===== config.mk =====
export PLATFORM = sky130hd
export DESIGN_NAME = bounce_offset_ctrl_flat
export DESIGN_NICKNAME = d
export VERILOG_FILES = /design/src/rtl/bounce_offset_ctrl_if.sv /design/src/rtl/bounce_offset_ctrl.sv /design/src/flat_wrapper.sv
export SDC_FILE = /design/constraint.sdc
export NUM_CORES = 1
export LEC_CHECK = 0
export BUFFER_PORTS_ARGS = -buffer_cell sky130_fd_sc_hd__clkbuf_2
export CORE_ASPECT_RATIO = 0.7
export CORE_MARGIN = 10
export CORE_UTILIZATION = 35
export DETAILED_ROUTE_END_ITERATION = 10
export GPL_TIMING_DRIVEN = 0
export PLACE_DENSITY = 0.51
export RECOVER_POWER = 100
export REMOVE_ABC_BUFFERS = 1
export SLEW_MARGIN = 20
export SYNTH_ARGS = -nofsm -noshare
export SYNTH_HDL_FRONTEND = slang
export SYNTH_SLANG_ARGS = --single-unit

===== constraint.sdc =====
create_clock -name clk -period 7.2 [get_ports clk]
set_clock_uncertainty 0.05 [all_clocks]
set_input_delay 0.72 -clock clk [delete_from_list [all_inputs] [get_ports clk]]
set_output_delay 0.72 -clock clk [all_outputs]
set_load 0.02 [all_outputs]

===== src/rtl/bounce_offset_ctrl_if.sv =====
// Sync-side and pattern-side signals of the per-frame scroll controller.
// The master drives vsync, pause and speeds; the slave returns offsets and status.
interface bounce_offset_ctrl_if;
    logic       vsync;
    logic       pause;
    logic [2:0] speed_x;
    logic [2:0] speed_y;
    logic [9:0] offset_x;
    logic [9:0] offset_y;
    logic       dir_x;
    logic       dir_y;
    logic       bounce_x;
    logic       bounce_y;
    logic       update_done;

    modport master (
        output vsync, pause, speed_x, speed_y,
        input  offset_x, offset_y, dir_x, dir_y, bounce_x, bounce_y, update_done
    );

    modport slave (
        input  vsync, pause, speed_x, speed_y,
        output offset_x, offset_y, dir_x, dir_y, bounce_x, bounce_y, update_done
    );
endinterface


===== src/rtl/bounce_offset_ctrl.sv =====
// Once-per-frame bouncing scroll offsets for the VGA pattern demo, advanced on
// the rising edge of vsync. The whole design runs in the pixel-clock domain.
module bounce_offset_ctrl #(
    parameter int X_MAX = 512,
    parameter int Y_MAX = 256
) (
    input  logic                 clk,
    input  logic                 reset,
    bounce_offset_ctrl_if.slave  bus
);

    typedef enum logic [1:0] {
        WAIT  = 2'd0,
        UPD_X = 2'd1,
        UPD_Y = 2'd2,
        DONE  = 2'd3
    } state_t;

    state_t state_reg;
    state_t state_next;
    logic   vsync_d_reg;
    logic   tick;
    logic   update_done_reg;

    // vsync_d resets high so a vsync already high at reset release is not a frame event
    always_ff @(posedge clk) begin
        if (reset) begin
            vsync_d_reg <= 1'b1;
        end else begin
            vsync_d_reg <= bus.vsync;
        end
    end

    assign tick = bus.vsync & ~vsync_d_reg;

    always_ff @(posedge clk) begin
        if (reset) begin
            state_reg <= WAIT;
        end else begin
            state_reg <= state_next;
        end
    end

    always_comb begin
        state_next = state_reg;
        case (state_reg)
            WAIT:    if (tick && !bus.pause) state_next = UPD_X;
            UPD_X:   state_next = UPD_Y;
            UPD_Y:   state_next = DONE;
            DONE:    state_next = WAIT;
            default: state_next = WAIT;
        endcase
    end

    // Registered so the pulse coincides with the DONE state
    always_ff @(posedge clk) begin
        if (reset) begin
            update_done_reg <= 1'b0;
        end else begin
            update_done_reg <= (state_reg == UPD_Y);
        end
    end

    genvar gi;
    generate
        for (gi = 0; gi < 2; gi++) begin : g_axis
            localparam logic [10:0] BOUND     = (gi == 0) ? 11'(X_MAX) : 11'(Y_MAX);
            localparam state_t      UPD_STATE = (gi == 0) ? UPD_X : UPD_Y;

            logic [9:0]  offset_reg;
            logic [9:0]  offset_next;
            logic        dir_reg;
            logic        dir_next;
            logic        bounce_reg;
            logic        bounce_next;
            logic [2:0]  step;
            logic [10:0] step_wide;
            logic [10:0] sum_wide;
            logic        upd_en;

            assign step      = (gi == 0) ? bus.speed_x : bus.speed_y;
            assign upd_en    = (state_reg == UPD_STATE);
            assign step_wide = {8'd0, step};
            // 11-bit sum so offset + step can never wrap before the bound compare
            assign sum_wide  = {1'b0, offset_reg} + step_wide;

            always_comb begin
                offset_next = offset_reg;
                dir_next    = dir_reg;
                bounce_next = 1'b0;
                if (upd_en && (step != 3'd0)) begin
                    if (dir_reg) begin
                        if (sum_wide >= BOUND) begin
                            offset_next = BOUND[9:0];
                            dir_next    = 1'b0;
                            bounce_next = 1'b1;
                        end else begin
                            offset_next = sum_wide[9:0];
                        end
                    end else begin
                        if ({1'b0, offset_reg} <= step_wide) begin
                            offset_next = 10'd0;
                            dir_next    = 1'b1;
                            bounce_next = 1'b1;
                        end else begin
                            offset_next = offset_reg - {7'd0, step};
                        end
                    end
                end
            end

            always_ff @(posedge clk) begin
                if (reset) begin
                    offset_reg <= 10'd0;
                    dir_reg    <= 1'b1;
                    bounce_reg <= 1'b0;
                end else begin
                    offset_reg <= offset_next;
                    dir_reg    <= dir_next;
                    bounce_reg <= bounce_next;
                end
            end
        end
    endgenerate

    assign bus.offset_x    = g_axis[0].offset_reg;
    assign bus.offset_y    = g_axis[1].offset_reg;
    assign bus.dir_x       = g_axis[0].dir_reg;
    assign bus.dir_y       = g_axis[1].dir_reg;
    assign bus.bounce_x    = g_axis[0].bounce_reg;
    assign bus.bounce_y    = g_axis[1].bounce_reg;
    assign bus.update_done = update_done_reg;

endmodule

===== src/flat_wrapper.sv =====
// flat-port wrapper written by rule: the top's interface ports become plain ports
module bounce_offset_ctrl_flat 
#(
    parameter int X_MAX = 512,
    parameter int Y_MAX = 256
)
  (clk, reset, bus_vsync, bus_pause, bus_speed_x, bus_speed_y, bus_offset_x, bus_offset_y, bus_dir_x, bus_dir_y, bus_bounce_x, bus_bounce_y, bus_update_done);
  bounce_offset_ctrl_if bus_i ();
  input  logic clk;
  input  logic reset;
  input wire logic [$bits(bus_i.vsync)-1:0] bus_vsync;
  input wire logic [$bits(bus_i.pause)-1:0] bus_pause;
  input wire logic [$bits(bus_i.speed_x)-1:0] bus_speed_x;
  input wire logic [$bits(bus_i.speed_y)-1:0] bus_speed_y;
  output wire logic [$bits(bus_i.offset_x)-1:0] bus_offset_x;
  output wire logic [$bits(bus_i.offset_y)-1:0] bus_offset_y;
  output wire logic [$bits(bus_i.dir_x)-1:0] bus_dir_x;
  output wire logic [$bits(bus_i.dir_y)-1:0] bus_dir_y;
  output wire logic [$bits(bus_i.bounce_x)-1:0] bus_bounce_x;
  output wire logic [$bits(bus_i.bounce_y)-1:0] bus_bounce_y;
  output wire logic [$bits(bus_i.update_done)-1:0] bus_update_done;
  assign bus_i.vsync = bus_vsync;
  assign bus_i.pause = bus_pause;
  assign bus_i.speed_x = bus_speed_x;
  assign bus_i.speed_y = bus_speed_y;
  assign bus_offset_x = bus_i.offset_x;
  assign bus_offset_y = bus_i.offset_y;
  assign bus_dir_x = bus_i.dir_x;
  assign bus_dir_y = bus_i.dir_y;
  assign bus_bounce_x = bus_i.bounce_x;
  assign bus_bounce_y = bus_i.bounce_y;
  assign bus_update_done = bus_i.update_done;
  bounce_offset_ctrl #(.X_MAX(X_MAX), .Y_MAX(Y_MAX)) u_core (.clk(clk), .reset(reset), .bus(bus_i));
endmodule

==> results.json, run 1 <==
{
  "outcome": "complete, no violations",
  "die_y_um": 87.1,
  "ctsResizeCount": 0,
  "syn_area_per_cell_um2": 8.01,
  "synthArstFlopShare_pct": 0,
  "io_pins": 35,
  "grt_max_degree": 31,
  "cts.sinks": 28,
  "fin_crit_ns": 3.51,
  "hold_path_class": "flop to flop",
  "die_area_um2": 10100,
  "synth_common_cells": "dfxtp_1 (28), a21oi_1 (25), nand2_1 (25)",
  "routed_wirelength_mm": 6.37,
  "antenna_found_initial": 0,
  "setup_viol": 0,
  "drive_gt1_share_pct": 9.18,
  "clockRootBuffer": "clkbuf_8",
  "finalWeightedCongestion": 0.814,
  "viasPerCell": 5.74,
  "track_usage_pct": 12.6,
  "h-tree-depth": 1,
  "numCtsBuffers": 3,
  "numPortBuffers": 34,
  "nets": 336,
  "postRouteAntennaNets": 0,
  "layout.cells.non_filler": 383,
  "clk_path_buf_depth": 2,
  "synth.ff_latch_count": 28,
  "ctsHoldBuffers": 0,
  "period_share_pct": 48.8,
  "crit_top_cell": "a211oi_1",
  "pwr-share-comb_pct": 39.7,
  "required_ns": 7.26,
  "synth_warnings": 0,
  "switching_share_pct": 40.3,
  "p_switching_uw": 213,
  "yosysMostFrequentCell": "dfxtp_1",
  "dp_hpwl_mm": 4.81,
  "power_leakage_nw": 0.825,
  "cp_top_family": "compound AO/OA/AOI/OAI gates",
  "maxClockFrequency_ghz": 0.285,
  "critPathSlowestCell": "a211oi_1",
  "dr.pass1.iters": 5,
  "start_util_pct": 36.1,
  "clk_pin_slew_worst_paths_ns": 0.11,
  "cts_tree": "done",
  "yosys-top-cells-area": "dfxtp_1 (25%), ha_1 (8.9%), a21oi_1 (5.6%)",
  "drtIter0Drc": 236,
  "clkPwrFrac_pct": 24.2,
  "grt-ovfl-total": 0,
  "wire_per_inst_um": 16.6,
  "p_int_uw": 316,
  "first_global_vias": 1918,
  "synthesis.area_um2": 2250,
  "ir_worst_vdd_mv": 0.115,
  "die_x_um": 116,
  "fill_cells": 692,
  "yosysTopAreaCell": "dfxtp_1",
  "final_cell_area_um2": 2490,
  "synth_edf_count": 0,
  "ys_types": 65,
  "fp.coreArea_um2": 6250,
  "cap_violations": 0,
  "cpPeakStageDelay_ns": 0.70,
  "arrival_ns": 3.57,
  "grt_pass1_wl_mm": 10.4,
  "clk_latency_ns": 0.28,
  "synthCells": 281,
  "synth.top_cell.area_share_pct": 24.9,
  "slew_headroom_pct": 1.86,
  "timing_hold_violations_final": 0,
  "rows": 24,
  "placed_area_um2": 2470,
  "crit_buf_inv": 2,
  "worstSetupStartpointType": "input pin",
  "dp.cells": 379,
  "worst_setup_path_end_kind": "flop",
  "seqPwrFrac_pct": 36.1,
  "power_density_nw_per_um2": 213,
  "diodes": 0,
  "fin_total_pwr_uw": 529,
  "crit_fanout": 9,
  "drc": 0,
  "rsz0062_at_grt": "false",
  "cp_cell_sequence": "clkbuf_1 -> ha_1 -> inv_1 -> fa_1 -> a211oi_1 -> a41o_1 -> a31oi_1 -> and2_0 -> a211oi_1 -> nor3_1",
  "worst_slew_pin_slew_ns": 1.47,
  "syn2layout_area_growth_pct": 10.4,
  "path_class": "input pin to flop",
  "cts_post_setup_buffers_inserted": 0,
  "ys_seq_area_share_pct": 24.9,
  "via_count": 2198,
  "slew_viol_final": 0,
  "setup_tns_ns": 0,
  "synth_ff_type": "dfxtp_1"
}
## cells by family after synthesis
logic type	synth area share, %
AOI/OAI and AO/OA	32.1
and+or+nand+nor	23.7
buffers and inverters	5.56
DFF	24.9
adders and majority gates	12.4
muxes	0.944
xor gates and xnor gates	0.389
## metrics by stage
step	setup WS, ns	utilization, %	hold WS, ns
after floorplan	4.46	-	0.404
after detailed placement	3.79	39.6	0.431
after global routing	3.47	39.8	0.474
after global placement	3.71	39.2	0.430
final	3.69	39.8	0.440
after CTS	4.08	40.7	0.447
## routing by layer
metal | wire length (um) | track usage, %
met3 | 529 | 2.89
met4 | 40 | 2.38
met2 | 2410 | 15.8
met1 | 3390 | 20.4
met5 | 0 | 0
## tightest hold or removal path, cell delays in order (launching register included)
cell and delay [ns]:
dfxtp_1 0.34, nand3_1 0.06, a21oi_1 0.05
## power by group through the flow
| stage | clock network (mW) | registers (mW) | logic, mW |
|---|---|---|---|
| final | 0.128 | 0.191 | 0.210 |
| after global routing | 0.140 | 0.195 | 0.236 |
| after CTS | 0.136 | 0.193 | 0.215 |
| after detailed placement | 0 | 0.196 | 0.213 |
| after global placement | 0 | 0.196 | 0.212 |
| after floorplan | 0 | 0.204 | 0.136 |
## path summary, 6_finish.rpt
check                                                          from                                  end  cells after the start  slack (ns)
worst max-delay path                                 bus_speed_x[0]  u_core.bus.offset_x[4]$_SDFFE_PP0P_                     10        3.69
worst min-delay path               u_core.state_reg[0]$_SDFFE_PP0P_     u_core.state_reg[0]$_SDFFE_PP0P_                      2        0.44
worst max register to register  u_core.bus.offset_x[0]$_SDFFE_PP0P_  u_core.bus.offset_x[4]$_SDFFE_PP0P_                     10        3.99
worst min register to register     u_core.state_reg[0]$_SDFFE_PP0P_     u_core.state_reg[0]$_SDFFE_PP0P_                      2        0.44
## layout by cell type, fill, tap and decap left out, drive strengths merged, types with 3 or more instances in the layout
master    n
ha       16
a22oi     3
inv      15
nor3     11
o31a      4
o221ai    3
nand2    25
a21oi    25
nor2b     5
or3       4
o21ai    17
a31o      4
fa        4
or2       3
a211oi    6
o211ai    6
o31ai     4
nor4      5
and2      4
nand3b    3
nor2     21
dfxtp    28
a221oi    3
a31oi     5
o22ai     3
a211o     3
clkbuf   37
o2111ai   3
nand3     7
## final cells by class
cell class                 count  area (um2)  area share (%)
clock buffer                   3        41.3            1.66
clock inverter                 1        30.0            1.21
inverter                      15        56.3            2.26
multi-input combinational    223        1560            62.7
sequential                    28         561            22.5
tap                           78        97.6            3.92
timing repair buffer          35         141            5.68
(Power assumes the default switching activity.)
==> inputs of run 2 (changes only) <==
- clock period: 7.2 -> 3.4 ns (I/O delays scaled with it)
==> run 2 against run 1 <==
Net effect:
- sequential share of layout area down 0.056 points
- register-to-register slack lost 3.7 ns
- largest power group unchanged
- worst hold slack got worse by 0.24 ns
- total power rose by 110%
- setup slack got worse by 3.4 ns
==> results.json, run 2 (synthesized netlist as in run 1, its figures left out) <==
{
  "globalRouteMet3Util_pct": 2.89,
  "worstSetupStartpointType": "flop",
  "nets": 336,
  "ir_worst_vdd_mv": 0.246,
  "arrival_ns": 3.14,
  "cp_cell_sequence": "inv_1 -> ha_1 -> inv_1 -> fa_1 -> a211oi_1 -> a41o_1 -> a31oi_4 -> and2_0 -> a211oi_1 -> nor3_1",
  "cts.sinks": 28,
  "cpPeakStageDelay_ns": 0.72,
  "rsz0062_at_grt": "false",
  "drc": 0,
  "dr.pass1.iters": 4,
  "clockRootBuffer": "clkbuf_8",
  "h-tree-depth": 1,
  "outcome": "complete, no violations",
  "drive_gt1_share_pct": 10.2,
  "required_ns": 3.46,
  "finalWeightedCongestion": 0.814,
  "path_class": "flop to flop",
  "via_count": 2199,
  "first_global_vias": 1918,
  "fin_crit_ns": 3.08,
  "fill_cells": 690,
  "fp.coreArea_um2": 6250,
  "grt_pass1_wl_mm": 10.4,
  "placed_area_um2": 2470,
  "setup_viol": 0,
  "clk_path_buf_depth": 2,
  "die_x_um": 116,
  "track_usage_pct": 12.6,
  "cts_post_setup_buffers_inserted": 0,
  "period_share_pct": 90.4,
  "cap_violations": 0,
  "dp_hpwl_mm": 4.81,
  "numCtsBuffers": 3,
  "io_pins": 35,
  "power_density_nw_per_um2": 452,
  "rows": 24,
  "met1_usage_pct": 20.4,
  "clk_pin_slew_worst_paths_ns": 0.11,
  "wire_per_inst_um": 16.7,
  "grt_max_degree": 31,
  "syn2layout_area_growth_pct": 10.7,
  "slew_headroom_pct": 4.65,
  "crit_fanout": 9,
  "maxClockFrequency_ghz": 0.325,
  "worst_slew_pin_slew_ns": 1.43,
  "mostFrequentLayoutCell": "dfxtp_1",
  "die_area_um2": 10100,
  "viasPerCell": 5.74,
  "postRouteAntennaNets": 0,
  "drtIter0Drc": 240,
  "timing_hold_violations_final": 0,
  "start_util_pct": 36.1,
  "final_cell_mix": "dfxtp_1 (28), clkbuf_1 (26), a21oi_1 (25), nand2_1 (25), nor2_1 (21)",
  "cts_tree": "done",
  "routed_wirelength_mm": 6.40,
  "power_leakage_nw": 0.834,
  "worst_setup_path_end_kind": "flop",
  "use_met2_pct": 15.8,
  "final_cell_area_um2": 2490,
  "ctsResizeCount": 0,
  "holdWs_ns": 0.200,
  "pre_cts_ws_ns": 0.366,
  "setup_tns_ns": 0,
  "die_y_um": 87.1,
  "hold_path_class": "input pin to flop",
  "diodes": 0,
  "ctsHoldBuffers": 0,
  "grt-ovfl-total": 0,
  "numPortBuffers": 34,
  "antenna_found_initial": 0,
  "critPathSlowestCell": "a211oi_1",
  "clk_latency_ns": 0.28,
  "busiest_layer": "met1",
  "slew_viol_final": 0,
  "setup_slack_ns": 0.325
}
-- run 2: cell counts in the layout (fill, tap and decap cells not counted) --
Identical to the previous run, type by type.
-- run 2: worst max-delay path: cells and delay by family, from the launching register on --
family / cells / cell delay (ns)
buffers and inverters: 2 / 0.11
AND/OR/NAND/NOR: 2 / 0.36
adder cells (fa/ha/maj): 2 / 0.55
AO/OA/AOI/OAI: 4 / 1.48
flip-flops: 1 / 0.35
-- run 2: path summary, 6_finish.rpt --
kind	end	startpoint	slack, ns	depth (start not counted)
max	u_core.bus.offset_x[4]$_SDFFE_PP0P_	u_core.bus.offset_x[0]$_SDFFE_PP0P_	0.32	10
max reg2reg	u_core.bus.offset_x[4]$_SDFFE_PP0P_	u_core.bus.offset_x[0]$_SDFFE_PP0P_	0.32	10
min reg2reg	u_core.state_reg[0]$_SDFFE_PP0P_	u_core.state_reg[0]$_SDFFE_PP0P_	0.44	2
min	u_core.vsync_d_reg$_SDFF_PP1_	bus_vsync	0.20	2
-- run 2: per-layer routing --
metal | wire (um) | up-vias | share of wire (%)
met5 | 0 | - | 0
met1 | 3470 | 1028 | 54
met4 | 40 | 0 | 0.63
li1 | - | 1101 | -
met3 | 446 | 2 | 7.0
met2 | 2440 | 68 | 38
-- run 2: cell type report --
type | instances | area, um2 | share of cell area [%]
multi-input combinational | 223 | 1560 | 62.7
sequential | 28 | 561 | 22.5
timing repair buffer | 35 | 145 | 5.82
tap | 78 | 97.6 | 3.91
inverter | 15 | 56.3 | 2.26
clock buffer | 3 | 41.3 | 1.66
clock inverter | 1 | 30.0 | 1.20
-- run 2: power by group --
part | switching, mW | internal (mW) | total, mW | leakage [nW]
clock | 0.114 | 0.158 | 0.272 | 0.0357
combinational | 0.294 | 0.154 | 0.449 | 0.572
sequential | 0.0485 | 0.358 | 0.407 | 0.226
-- run 2: per-stage QoR --
stage                     util [%]  instances  power (mW)
after global routing          39.9        383        1.22
final                         39.9        383        1.13
after global placement        39.2        378       0.865
after detailed placement      39.6        379       0.866
after floorplan                  -        266       0.721
after CTS                     40.7        383        1.15
